**src/rtl/flick_conditioner_if.sv**
```systemverilog
// Flick button bundle between the raw pad side and the lamp flasher.
// Latency: none (wires only).
// Backpressure: none; all signals are free-running levels or pulses.
interface flick_conditioner_if;
   logic       flick_raw;
   logic       glitch_clr;
   logic       flick;
   logic       flick_rise;
   logic [7:0] glitch_cnt;

   // Conditioner side: consumes the raw button, produces the clean level.
   modport slave (
      input  flick_raw,
      input  glitch_clr,
      output flick,
      output flick_rise,
      output glitch_cnt
   );

   // Driver/observer side: owns the raw button and the glitch clear.
   modport master (
      output flick_raw,
      output glitch_clr,
      input  flick,
      input  flick_rise,
      input  glitch_cnt
   );
endinterface

```
**src/rtl/flick_conditioner.sv**
```systemverilog
// Synchronises and debounces the raw flick button into a clean flick level.
// Latency: flick follows a stable raw level DB_CYC+1 edges after its first sample.
// Backpressure: none; input is sampled every cycle and outputs are never stalled.
module flick_conditioner #(
   parameter int unsigned DB_CYC = 4,
   parameter int unsigned CNT_W  = 4,
   parameter int unsigned FF_DL  = 1
) (
   input  logic              clk,
   input  logic              rst_n,
   flick_conditioner_if.slave bus
);

   typedef enum logic [1:0] {
      LOW      = 2'd0,
      RISE_CHK = 2'd1,
      HIGH     = 2'd2,
      FALL_CHK = 2'd3
   } state_t;

   // Count value on which the qualifying sample is accepted.
   localparam logic [CNT_W-1:0] CNT_LAST = CNT_W'(DB_CYC - 1);
   localparam logic [CNT_W-1:0] CNT_ONE  = CNT_W'(1);
   localparam logic [CNT_W-1:0] CNT_ZERO = '0;
   localparam logic [7:0]       GLT_MAX  = 8'hFF;

   // Flops here are zero-delay; FF_DL is kept so the parameter set matches
   // the flasher it plugs into.
   wire unused_ff_dl = (FF_DL != 0);

   logic             s1;
   logic             s2;
   state_t           state;
   state_t           state_nxt;
   logic [CNT_W-1:0] cnt;
   logic [CNT_W-1:0] cnt_nxt;
   logic             flick_q;
   logic             flick_nxt;
   logic             rise_q;
   logic             rise_nxt;
   logic [7:0]       glitch_q;
   logic [7:0]       glitch_nxt;
   logic             glitch_hit;

   // Two-flop synchroniser for the asynchronous button level.
   always_ff @(posedge clk or negedge rst_n) begin
      if (!rst_n) begin
         s1 <= 1'b0;
         s2 <= 1'b0;
      end else begin
         s1 <= bus.flick_raw;
         s2 <= s1;
      end
   end

   // State, debounce counter and registered outputs.
   always_ff @(posedge clk or negedge rst_n) begin
      if (!rst_n) begin
         state    <= LOW;
         cnt      <= CNT_ZERO;
         flick_q  <= 1'b0;
         rise_q   <= 1'b0;
         glitch_q <= 8'h00;
      end else begin
         state    <= state_nxt;
         cnt      <= cnt_nxt;
         flick_q  <= flick_nxt;
         rise_q   <= rise_nxt;
         glitch_q <= glitch_nxt;
      end
   end

   // Debounce decisions: qualify a level change over DB_CYC samples, or
   // fall back to the old level and flag a glitch.
   always_comb begin
      state_nxt  = state;
      cnt_nxt    = cnt;
      flick_nxt  = flick_q;
      rise_nxt   = 1'b0;
      glitch_hit = 1'b0;
      case (state)
         LOW: begin
            if (s2) begin
               state_nxt = RISE_CHK;
               cnt_nxt   = CNT_ONE;
            end
         end
         RISE_CHK: begin
            if (s2) begin
               if (cnt == CNT_LAST) begin
                  state_nxt = HIGH;
                  cnt_nxt   = CNT_ZERO;
                  flick_nxt = 1'b1;
                  rise_nxt  = 1'b1;
               end else begin
                  cnt_nxt = cnt + CNT_ONE;
               end
            end else begin
               state_nxt  = LOW;
               cnt_nxt    = CNT_ZERO;
               glitch_hit = 1'b1;
            end
         end
         HIGH: begin
            if (!s2) begin
               state_nxt = FALL_CHK;
               cnt_nxt   = CNT_ONE;
            end
         end
         FALL_CHK: begin
            if (!s2) begin
               if (cnt == CNT_LAST) begin
                  state_nxt = LOW;
                  cnt_nxt   = CNT_ZERO;
                  flick_nxt = 1'b0;
               end else begin
                  cnt_nxt = cnt + CNT_ONE;
               end
            end else begin
               state_nxt  = HIGH;
               cnt_nxt    = CNT_ZERO;
               glitch_hit = 1'b1;
            end
         end
         default: begin
            state_nxt = LOW;
            cnt_nxt   = CNT_ZERO;
            flick_nxt = 1'b0;
         end
      endcase
   end

   // Saturating glitch counter; a clear wins over a same-cycle increment.
   always_comb begin
      glitch_nxt = glitch_q;
      if (bus.glitch_clr) begin
         glitch_nxt = 8'h00;
      end else if (glitch_hit && (glitch_q != GLT_MAX)) begin
         glitch_nxt = glitch_q + 8'h01;
      end
   end

   assign bus.flick      = flick_q;
   assign bus.flick_rise = rise_q;
   assign bus.glitch_cnt = glitch_q;

endmodule

```
**src/flat_wrapper.sv**
```systemverilog
// flat-port wrapper written by rule: the top's interface ports become plain ports
module flick_conditioner_flat 
#(
   parameter int unsigned DB_CYC = 4,
   parameter int unsigned CNT_W  = 4,
   parameter int unsigned FF_DL  = 1
)
  (clk, rst_n, bus_flick_raw, bus_glitch_clr, bus_flick, bus_flick_rise, bus_glitch_cnt);
  flick_conditioner_if bus_i ();
  input  logic clk;
  input  logic rst_n;
  input wire logic [$bits(bus_i.flick_raw)-1:0] bus_flick_raw;
  input wire logic [$bits(bus_i.glitch_clr)-1:0] bus_glitch_clr;
  output wire logic [$bits(bus_i.flick)-1:0] bus_flick;
  output wire logic [$bits(bus_i.flick_rise)-1:0] bus_flick_rise;
  output wire logic [$bits(bus_i.glitch_cnt)-1:0] bus_glitch_cnt;
  assign bus_i.flick_raw = bus_flick_raw;
  assign bus_i.glitch_clr = bus_glitch_clr;
  assign bus_flick = bus_i.flick;
  assign bus_flick_rise = bus_i.flick_rise;
  assign bus_glitch_cnt = bus_i.glitch_cnt;
  flick_conditioner #(.DB_CYC(DB_CYC), .CNT_W(CNT_W), .FF_DL(FF_DL)) u_core (.clk(clk), .rst_n(rst_n), .bus(bus_i));
endmodule
```
**config.mk**
```make
export PLATFORM = sky130hd
export DESIGN_NAME = flick_conditioner_flat
export DESIGN_NICKNAME = d
export VERILOG_FILES = /design/src/rtl/flick_conditioner_if.sv /design/src/rtl/flick_conditioner.sv /design/src/flat_wrapper.sv
export SDC_FILE = /design/constraint.sdc
export NUM_CORES = 1
export LEC_CHECK = 0
export ABC_CLOCK_PERIOD_IN_PS = 3100
export BUFFER_PORTS_ARGS = -buffer_cell sky130_fd_sc_hd__buf_4
export CORE_MARGIN = 10
export CORE_UTILIZATION = 57
export CTS_CLUSTER_DIAMETER = 60
export DETAILED_ROUTE_END_ITERATION = 10
export GPL_ROUTABILITY_DRIVEN = 0
export MAX_ROUTING_LAYER = met4
export PLACE_DENSITY = 0.83
export SLEW_MARGIN = 20
export SYNTH_ARGS = -nofsm -noshare
export SYNTH_HDL_FRONTEND = slang
export SYNTH_SLANG_ARGS = --single-unit
```
**constraint.sdc**
```tcl
create_clock -name clk -period 3.1 [get_ports clk]
set_input_delay 0.31 -clock clk [delete_from_list [all_inputs] [get_ports clk]]
set_output_delay 0.31 -clock clk [all_outputs]
set_load 0.005 [all_outputs]
```
Word-level counts from Yosys, hierarchy flattened

Cells that the tools add are included.

Add/sub/neg operators: 2
Multiply operators: 0
Divide/modulo/power cells: 0
Order comparisons: 0
Eq/ne operators: 13
Shifts and indexed selects: 0
Mux-type cells: 26
Bitwise logic cells: 0
Reduce and logical (&&, ||, !) cells: 7

Operators with widths:

| cell                                                  | number |
|---|---|
| 2-to-1 mux 4 bit                                      | 5 |
| 2-to-1 mux 8 bit                                      | 2 |
| case mux 4 bit (4 select lines)                       | 1 |
| 2-to-1 mux 2 bit                                      | 6 |
| 2-to-1 mux 1 bit                                      | 9 |
| adder 8 x 1 -> 8 bit, second input constant           | 1 |
| inequality test 2 x 1 -> 1 bit, second input constant | 4 |
| inequality test 8 bit, second input constant          | 1 |
| case mux 2 bit (4 select lines)                       | 1 |
| AND reduction 5 bit                                   | 1 |
| adder 4 x 1 -> 4 bit, second input constant           | 1 |
| equality test 2 bit, second input constant            | 2 |
| equality test 4 x 2 -> 1 bit, second input constant   | 1 |
| inequality test 2 bit, second input constant          | 2 |
| case mux 1 bit (2 select lines)                       | 2 |
| AND reduction 4 bit                                   | 1 |
| nonzero test 2 bit                                    | 2 |
| inequality test 3 x 1 -> 1 bit, second input constant | 1 |
| inequality test 3 bit, second input constant          | 1 |
| equality test 2 x 1 -> 1 bit, second input constant   | 1 |
| logical NOT 2 bit                                     | 1 |
| AND reduction 2 bit                                   | 1 |
| logical AND 1 bit                                     | 1 |

Bits in registers: 18
Bits in latches: 0
Memory bits (writable): 0
ROM bits: 0
Input bits: 4
Logic and storage cells: 55
Memories kept: 0

Depth between registers and ports, before layout

Gate-level depths: netlist of run 1.

Depth after elaboration: 5
Mapped depth: 6
Depth with buffers taken out: 5

Worst setup path before layout of run 1

Ideal clock, no wire load.

Kind: reg-to-reg
From: register u_core.glitch_q[0], in the netlist u_core.bus.glitch_cnt[0]
To: register u_core.glitch_q[6], in the netlist u_core.bus.glitch_cnt[6]
Arrival: 1.541 ns
Data required time: 3.022 ns
Slack: 1.481 ns
Stages on the path, launching flop included: 7
Path buffers: 1
Clock period less this slack: 1.619 ns
Cell sequence: dfrtp_1 ha_1 nand3_1 o211ai_4 buf_6 or4_1 a21oi_1

Cells in the longest elaborated chain, start to end: 3

RTL lines:

| element                                                              | line                                               | text |
|---|---|---|
| from (decl)                                                          | flick_conditioner.sv:41                            | `logic [7:0] glitch_q;` |
| from (signal assigned)                                               | flick_conditioner.sv:69                            | `glitch_q <= glitch_nxt;` |
| adder 8 x 1 -> 8 bit / inequality test 8 bit (equally long branches) | flick_conditioner.sv:139, flick_conditioner.sv:138 |  |
| 2-to-1 mux 8 bit / logical AND 1 bit (equally long branches)         | flick_conditioner.sv:138                           | `end else if (glitch_hit && (glitch_q != GLT_MAX)) begin` |
| 2-to-1 mux 8 bit / nonzero test 2 bit (equally long branches)        | --                                                 |  |

Parallel ways exist; a longest one is shown, timed or not. The select of a mux whose other input is x is not followed.
A chain may end at the register's enable or synchronous reset.

Worst setup path in the final report of run 1

From: register u_core.glitch_q[0], in the netlist u_core.bus.glitch_cnt[0]
To: register u_core.glitch_q[7], in the netlist u_core.bus.glitch_cnt[7]

The elaborated chain is that of the path after synthesis.

==> results.yml, run 1 <==
run_status:
  status: "completed"
yosys:
  syn_avg_cell_area_um2: 11.2
  synth_cells: 76
  async_flop_share_pct: 100
  synth_most_common_cell: "dfrtp_1"
  ys_seq_area_share_pct: 53.1
  synth-seq-cells: 18
  syn-num-nets: 82
  synth_common_cells: "dfrtp_1 (18), o21ai_0 (7), a21oi_1 (6)"
  synthTopCellsByArea: "dfrtp_1 (53%), o21ai_0 (4.1%), a21oi_1 (3.5%), xnor2_4 (3.2%), ha_1 (2.9%)"
  synth-edff-count: 0
  yosys_most_used_dff: "dfrtp_1"
  netlist_area_um2: 848
  synth_top_cell_by_area: "dfrtp_1"
  netlist.area_leader.share_pct: 53.1
  yosysWarningCount: 0
  synth_cell_type_count: 27
place:
  io_buffers: 13
  post-dp-hpwl_um: 1210
hold_path:
  min_path_cells: 1
  hp-start: "bus_flick_raw"
  hold_path.class: "primary input to flip-flop"
  whs_endpoint: "u_core.s1"
floorplanning:
  die_w_um: 58.6
  num_rows: 13
  start_util_pct: 62.8
  core_um2: 1350
  pin_count: 14
  die_h_um: 58.6
  die-area_um2: 3430
critical_path:
  regToRegSetupSlack_ns: 1.36
  r2r-end: "u_core.bus.glitch_cnt[7]"
  cp.required_ns: 3.32
  critical_path_class: "flip-flop to flip-flop"
  critPathLaunchType: "flip-flop"
  crit_path_end_kind: "flip-flop"
  crit_arrival_ns: 1.95
  path_max_fanout: 12
  r2r_start: "u_core.bus.glitch_cnt[0]"
  reg2reg_depth: 5
power_and_ir_drop:
  clkPwrFrac_pct: 22.0
  cellPowerDensity_nw_per_um2: 640
  seqPwrFrac_pct: 50.3
  p_sw_mw: 0.212
  combinationalPowerShare_pct: 27.7
  p_leak_nw: 0.457
  intPower_mw: 0.426
  ir_drop_mv: 0.408
  p_sw_share_pct: 33.2
sta:
  tns_ns: 0
  tightest_slew_ns: 0.349
  slew_headroom_pct: 76.6
  rsz0062_at_grt: "no"
  clock.fmax_ghz: 0.576
  worst_hold_slack_ns: 0.118
  finClkSkew_ns: 0.00783
  post-route-min-period_ns: 1.74
  drv_slew: 0
  finalHoldViolations: 0
  setup_viol: 0
  fin_crit_sh_pct: 56.0
clocking:
  cts_resized: 0
  cts_setup_buffers: 0
  htreeDepth: 1
  clock_path_buffers: 2
  clkTransAtPathRegs_ns: 0.10
  cts.root.buffer_cell: "clkbuf_4"
  cts_sinks: 18
  cts_buffers: 3
  clock_latency_ns: 0.29
  cts_tree: "built"
final_layout:
  n_antenna_cell: 0
  regArea_um2: 450
  drive_gt1_share_pct: 21.7
  multi_input_area_um2: 375
  areaGrowthSynthToFinish_pct: 17.4
  n_fill_cell: 105
  final_nets: 99
route:
  drtPass1Iterations: 4
  drc_errors: 0
  drt-initial-drc-count: 13
  num_vias: 631
  wirelength_um: 1640
  antenna_left: 0
  wl_per_cell_um: 15.3
  vias_per_cell: 5.90
global_routing:
  met3_usage_pct: 2.79
  antenna_found_initial: 0
  overflow: 0
  gr-usage-met2_pct: 15.2
  grt_pass1_wl_um: 2550
  grt_util_met1_pct: 11.1
  grt_max_degree: 19
  grtUsageTotal_pct: 9.73
  grt_pass1_vias: 580
  top_usage_layer: "met2"
run:
  maxCapViolations: 0
## final cells by class
| cell class | count | area share [%] |
|---|---|---|
| flip-flops and latches | 18 | 45.2 |
| inverters | 2 | 0.754 |
| well taps | 15 | 1.88 |
| clock buffers | 4 | 3.64 |
| multi-input cells | 54 | 37.7 |
| repair buffers | 14 | 10.8 |
## timing repair
item | in CTS | in global routing
hold endpoints to repair | 18 | 0
hold buffers | 1 | 0
endpoints found under the setup margin | 0 | 0
## sequential cells by signal, summed over array words and instances, names as in the netlist, named ones only
register,flops
u_core.bus.flick_rise,1
u_core.bus.glitch_cnt,8
u_core.s1,1
u_core.bus.flick,1
u_core.s2,1
u_core.state,1
u_core.cnt,4
## routing by layer
| layer | routed length (um) | share of wire, % |
|---|---|---|
| met1 | 745 | 46 |
| met2 | 810 | 50 |
| met3 | 54 | 3.3 |
| met4 | 25 | 1.5 |
| met5 | 0 | 0 |
## cell usage in the layout (no fill, tap or decap), types with 2 or more instances in the layout
cell / n
or4_1: 3
nand2b_1: 2
clkbuf_4: 3
o21ai_0: 7
mux2i_1: 2
buf_4: 13
nor2_1: 5
xor2_1: 2
o31ai_1: 3
inv_1: 2
nand2_1: 5
or3_1: 2
ha_1: 2
a21oi_1: 6
nand3_1: 4
dfrtp_1: 18
## power by group through the flow
stage	combinational (mW)	clock [mW]	sequential, mW
floorplan	0.141	0	0.317
global placement	0.169	0	0.322
detailed placement	0.175	0	0.324
CTS	0.177	0.144	0.320
global route	0.197	0.152	0.325
finish	0.177	0.140	0.321
## metrics by stage
step	std cells	cell area, um2	util, %	total power, mW	setup slack [ns]
floorplan	76	848	-	0.459	1.48
global placement	102	950	70.3	0.491	1.44
detailed placement	102	950	70.3	0.499	1.41
CTS	107	996	73.8	0.640	1.37
global route	107	996	73.8	0.675	1.29
finish	107	996	73.8	0.637	1.36
## worst max path at each step
stage	from	to	slack (ns)	depth (start not counted)
6_report	u_core.bus.glitch_cnt[0]	u_core.bus.glitch_cnt[7]	1.36	5
5_1_grt	u_core.bus.glitch_cnt[0]	u_core.bus.glitch_cnt[7]	1.29	5
4_1_cts	u_core.bus.glitch_cnt[0]	u_core.bus.glitch_cnt[7]	1.37	5
3_5_place_dp	u_core.bus.glitch_cnt[0]	u_core.bus.glitch_cnt[5]	1.41	5
3_3_place_gp	u_core.bus.glitch_cnt[0]	u_core.bus.glitch_cnt[7]	1.44	5
2_1_floorplan	u_core.bus.glitch_cnt[0]	u_core.bus.glitch_cnt[6]	1.48	6
## logic make-up after synthesis
family                     count (synthesis)  share of synthesized area [%]
AOI/OAI and AO/OA                         21                           16.5
xor gates and xnor gates                   3                           5.31
adders and majority gates                  2                           2.95
buffers and inverters                      4                           2.65
DFF                                       18                           53.1
muxes                                      2                           2.36
and+or+nand+nor                           26                           17.1
## critical path: stages, from the launching register on
cell	delay, ns
dfrtp_1	0.42
ha_1	0.26
nand3_1	0.17
o211ai_4	0.16
or4_1	0.51
a21oi_1	0.15
(Power assumes the default switching activity.)
==> run 2: changes to the inputs <==
- ABC_CLOCK_PERIOD_IN_PS: 3100 -> 1500
- CORE_UTILIZATION: 57 -> 48
- PLACE_DENSITY: 0.83 -> 0.74
- clock period: 3.1 -> 1.5 ns (I/O delays scaled with it)
==> results.yml, run 2 (synthesis gave the netlist of run 1 again) <==
floorplanning:
  core_um2: 1710
  pin_count: 14
  die_h_um: 62.0
  num_rows: 15
  start_util_pct: 49.7
  die_w_um: 62.0
  die-area_um2: 3850
critical_path:
  critPathLaunchType: "flip-flop"
  reg2reg_depth: 6
  crit_arrival_ns: 1.70
  r2r-end: "u_core.bus.glitch_cnt[5]"
  path_max_fanout: 5
  critical_path_class: "flip-flop to flip-flop"
  crit_path_end_kind: "flip-flop"
  r2r_start: "u_core.bus.glitch_cnt[0]"
  cp.required_ns: 1.69
  crit_start: "u_core.bus.glitch_cnt[0]"
  endpoint: "u_core.bus.glitch_cnt[5]"
  regToRegSetupSlack_ns: -0.006
clocking:
  cts_buffers: 3
  clock_latency_ns: 0.30
  cts_tree: "built"
  clock_path_buffers: 2
  htreeDepth: 1
  cts.root.buffer_cell: "clkbuf_4"
  clkTransAtPathRegs_ns: 0.10
  cts_sinks: 18
place:
  dpl_cell_area_um2: 1050
  pre_cts_slack_ns: -0.00207
  post-dp-hpwl_um: 1400
  io_buffers: 13
final_layout:
  n_fill_cell: 126
  design_area_um2: 1160
  areaGrowthSynthToFinish_pct: 37.3
  drive_gt1_share_pct: 39.6
  largest_reg_flops: 8
  final_common_cell: "buf_4"
  final_util_pct: 68.2
  most-common-layout-cells: "buf_4 (25), dfrtp_1 (14), o21ai_0 (6)"
  n_antenna_cell: 0
  final_nets: 113
sta:
  fin_crit_sh_pct: 100
  finClkSkew_ns: 0.00631
  rsz0062_at_grt: "yes"
  drv_slew: 0
  slew_headroom_pct: 77.0
  finalHoldViolations: 0
  setup_ws_ns: -0.00599
  post-route-min-period_ns: 1.51
  tightest_slew_ns: 0.342
  setup_viol: 1
  clock.fmax_ghz: 0.664
  worst_hold_slack_ns: 0.0493
route:
  drtPass1Iterations: 4
  num_vias: 732
  antenna_left: 0
  drt-initial-drc-count: 19
  wirelength_um: 1970
  wl_per_cell_um: 15.0
  vias_per_cell: 5.59
  drc_errors: 0
global_routing:
  grt_pass1_wl_um: 3360
  antenna_found_initial: 0
  grt_pass1_vias: 729
  overflow: 0
  grt_max_degree: 19
  grtUsageTotal_pct: 12.1
power_and_ir_drop:
  cellPowerDensity_nw_per_um2: 1290
  intPower_mw: 0.991
  ir_drop_mv: 1.03
  power_mw: 1.50
  p_sw_mw: 0.509
  p_sw_share_pct: 33.9
  combinationalPowerShare_pct: 35.0
  seqPwrFrac_pct: 44.8
  clkPwrFrac_pct: 20.2
  p_leak_nw: 0.520
run_status:
  violations: "negative setup slack"
  status: "finished, violations left"
hold_path:
  hold_path.class: "primary input to flip-flop"
run:
  maxCapViolations: 0
-- run 2: worst max-delay path, stage by stage, from the launching register on --
cell and delay [ns]:
dfrtp_1 0.43, ha_4 0.18, nand3_4 0.10, o211ai_4 0.10, buf_4 0.15, o31ai_1 0.33
a21oi_2 0.10
-- run 2: repair_timing --
item	4_1_cts	5_1_grt
cloned	1	0
setup endpoints to repair	2	9
setup buffers	1	0
resized for setup	1	8
endpoints found under the hold margin	19	0
pin swaps	1	5
hold buffers	2	0
-- run 2: power groups by stage --
| stage | Sequential, mW | Clock, mW | Combinational, mW |
|---|---|---|---|
| after CTS | 0.656 | 0.302 | 0.504 |
| final | 0.672 | 0.302 | 0.526 |
| after global placement | 0.654 | 0 | 0.446 |
| after floorplan | 0.656 | 0 | 0.292 |
| after detailed placement | 0.660 | 0 | 0.464 |
| after global routing | 0.687 | 0.321 | 0.593 |
-- run 2: final cells by class --
type	instances	area, um2	share of cell area (%)
clock buffers	4	36.3	3.11
inverters	2	7.51	0.644
multi-input cells	55	427	36.6
flip-flops and latches	18	455	39.1
well taps	25	31.3	2.69
repair buffers	27	208	17.8
-- run 2: layer usage --
metal	track usage, %	part of all wire, %
met2	20.9	52
met4	6.05	1.5
met3	2.24	3.7
met1	12.9	42
met5	-	0
-- run 2: how the worst min path moves through the flow --
| stage | start | endpoint | slack, ns | cells after the start |
|---|---|---|---|---|
| 6_report | bus_glitch_clr | u_core.bus.glitch_cnt[5] | 0.05 | 2 |
| 5_1_grt | bus_glitch_clr | u_core.bus.glitch_cnt[5] | 0.07 | 2 |
| 4_1_cts | bus_glitch_clr | u_core.bus.glitch_cnt[7] | 0.06 | 2 |
| 3_5_place_dp | rst_n | u_core.bus.glitch_cnt[3] | 0.03 | 1 |
| 3_3_place_gp | rst_n | u_core.bus.glitch_cnt[3] | 0.03 | 1 |
| 2_1_floorplan | rst_n | asynchronous set/reset pin | -0.15 | 0 |
-- run 2: metrics by stage --
stage	TNS [ns]	std cells
finish	-0.00599	131
global route	-0.221	131
CTS	0	131
detailed placement	-0.00207	123
global placement	0	123
floorplan	-0.0197	76
==> run 3: changes to the inputs <==
- CORE_MARGIN: 10 -> 2
==> results.yml, run 3 (synthesis gave the netlist of run 1 again) <==
critical_path:
  crit_arrival_ns: 1.74
  critPathSlowestCell: "or4_4"
  worstPathCellList: "xnor2_4 > o211ai_4 > or4_4 > a21oi_2"
  crit_path_end_kind: "flip-flop"
  endpoint: "u_core.bus.glitch_cnt[5]"
  crit_family: "simple AND/OR/NAND/NOR gates"
  regToRegSetupSlack_ns: -0.01
  path_depth: 4
  reg2reg_depth: 4
  r2r-end: "u_core.bus.glitch_cnt[5]"
  path_max_fanout: 5
  max_stage_delay_ns: 0.50
  path_buf_inv: 0
  critical_path_class: "flip-flop to flip-flop"
  cp.required_ns: 1.73
  critPathLaunchType: "flip-flop"
power_and_ir_drop:
  p_leak_nw: 0.519
  clkPwrFrac_pct: 17.2
  intPower_mw: 0.941
  ir_drop_mv: 0.744
  seqPwrFrac_pct: 45.8
  p_sw_mw: 0.496
  p_sw_share_pct: 34.5
  combinationalPowerShare_pct: 37.1
  cellPowerDensity_nw_per_um2: 1250
clocking:
  clkTransAtPathRegs_ns: 0.10
  cts_tree: "built"
  clock_path_buffers: 2
  clock_latency_ns: 0.30
  cts.root.buffer_cell: "clkbuf_4"
  cts_buffers: 3
  htreeDepth: 1
  cts_sinks: 18
route:
  wirelength_um: 1760
  wl_per_cell_um: 14.3
  antenna_left: 0
  vias_per_cell: 5.67
  drc_errors: 0
  drtPass1Iterations: 4
  drt-initial-drc-count: 23
  num_vias: 697
floorplanning:
  core_um2: 1690
  die_h_um: 46.0
  die_w_um: 46.0
  pin_count: 14
  die-area_um2: 2120
  start_util_pct: 50.2
  num_rows: 15
final_layout:
  most-common-layout-cells: "buf_4 (25), dfrtp_1 (15), o21ai_0 (7)"
  final_nets: 113
  areaGrowthSynthToFinish_pct: 36.0
  final_common_cell: "buf_4"
  largest_reg_flops: 8
  drive_gt1_share_pct: 40.6
  n_antenna_cell: 0
  n_fill_cell: 128
sta:
  setup_ws_ns: -0.0105
  post-route-min-period_ns: 1.51
  drv_slew: 0
  fin_crit_sh_pct: 101
  finalHoldViolations: 0
  tightest_slew_ns: 0.309
  finClkSkew_ns: 0.00580
  setup_viol: 1
  slew_headroom_pct: 79.2
  worst_hold_slack_ns: 0.0786
  clock.fmax_ghz: 0.662
  rsz0062_at_grt: "yes"
place:
  post-dp-hpwl_um: 1210
  io_buffers: 13
  pre_cts_slack_ns: -0.00542
run_status:
  status: "finished, violations left"
  violations: "negative setup slack"
global_routing:
  grt_pass1_wl_um: 2770
  grt_max_degree: 19
  antenna_found_initial: 0
  grt_pass1_vias: 648
  grtUsageTotal_pct: 19.7
  overflow: 0
run:
  maxCapViolations: 0
hold_path:
  hold_path.class: "primary input to flip-flop"
[run 3: cell counts in the layout (fill, tap and decap cells not counted)]
No cell type changed its count.
[run 3: how the worst min path moves through the flow]
stage                         startpoint                    endpoint  slack (ns)  cells after the start
after floorplan                    rst_n  asynchronous set/reset pin       -0.15                      0
after global placement             rst_n    u_core.bus.glitch_cnt[3]        0.03                      1
after detailed placement           rst_n    u_core.bus.glitch_cnt[4]        0.03                      1
after CTS                 bus_glitch_clr    u_core.bus.glitch_cnt[2]        0.07                      2
after global routing      bus_glitch_clr    u_core.bus.glitch_cnt[5]        0.08                      2
final                     bus_glitch_clr    u_core.bus.glitch_cnt[6]        0.08                      2
[run 3: timing repair]
action	CTS	global route
hold buffers	2	0
pin swaps	4	0
setup endpoints to repair	2	7
gates cloned	1	0
endpoints found under the hold margin	19	0
gates resized for setup	2	8
buffers inserted	0	0
[run 3: metrics by stage]
stage	total power [mW]	area (um2)	utilization, %	std cells	setup TNS (ns)
2_1_floorplan	0.948	857	-	76	-0.0197
3_3_place_gp	1.12	1050	62.2	116	0
3_5_place_dp	1.14	1050	62.2	116	-0.00542
4_1_cts	1.42	1120	66.2	123	0
5_1_grt	1.53	1150	68.3	123	-0.168
6_report	1.44	1150	68.3	123	-0.0105
[run 3: per-layer routing]
metal  vias up  share of wire, %  track usage, %
li1        344                 -               -
met1       334                45            24.1
met2        14                50            31.1
met3         5               2.9            2.38
met4         0               2.5            11.4
met5         -                 0               -
[run 3: power by group through the flow]
stage	logic [mW]	registers, mW	clock network, mW
2_1_floorplan	0.292	0.656	0
3_5_place_dp	0.493	0.647	0
3_3_place_gp	0.475	0.643	0
4_1_cts	0.520	0.646	0.249
6_report	0.532	0.658	0.247
5_1_grt	0.592	0.670	0.265
[run 3: layout make-up]
class | instances | area [um2] | area share [%]
clock buffers | 4 | 26.3 | 2.28
inverters | 2 | 7.51 | 0.651
multi-input cells | 55 | 437 | 37.9
flip-flops and latches | 18 | 454 | 39.4
well taps | 17 | 21.3 | 1.84
repair buffers | 27 | 208 | 18.0
[run 3: worst reg2reg max path: cells and delay by family, from the launching register on]
| family | cells | cell delay, ns |
|---|---|---|
| DFF | 1 | 0.46 |
| xor gates and xnor gates | 1 | 0.24 |
| and+or+nand+nor | 1 | 0.50 |
| AOI/OAI and AO/OA | 2 | 0.25 |
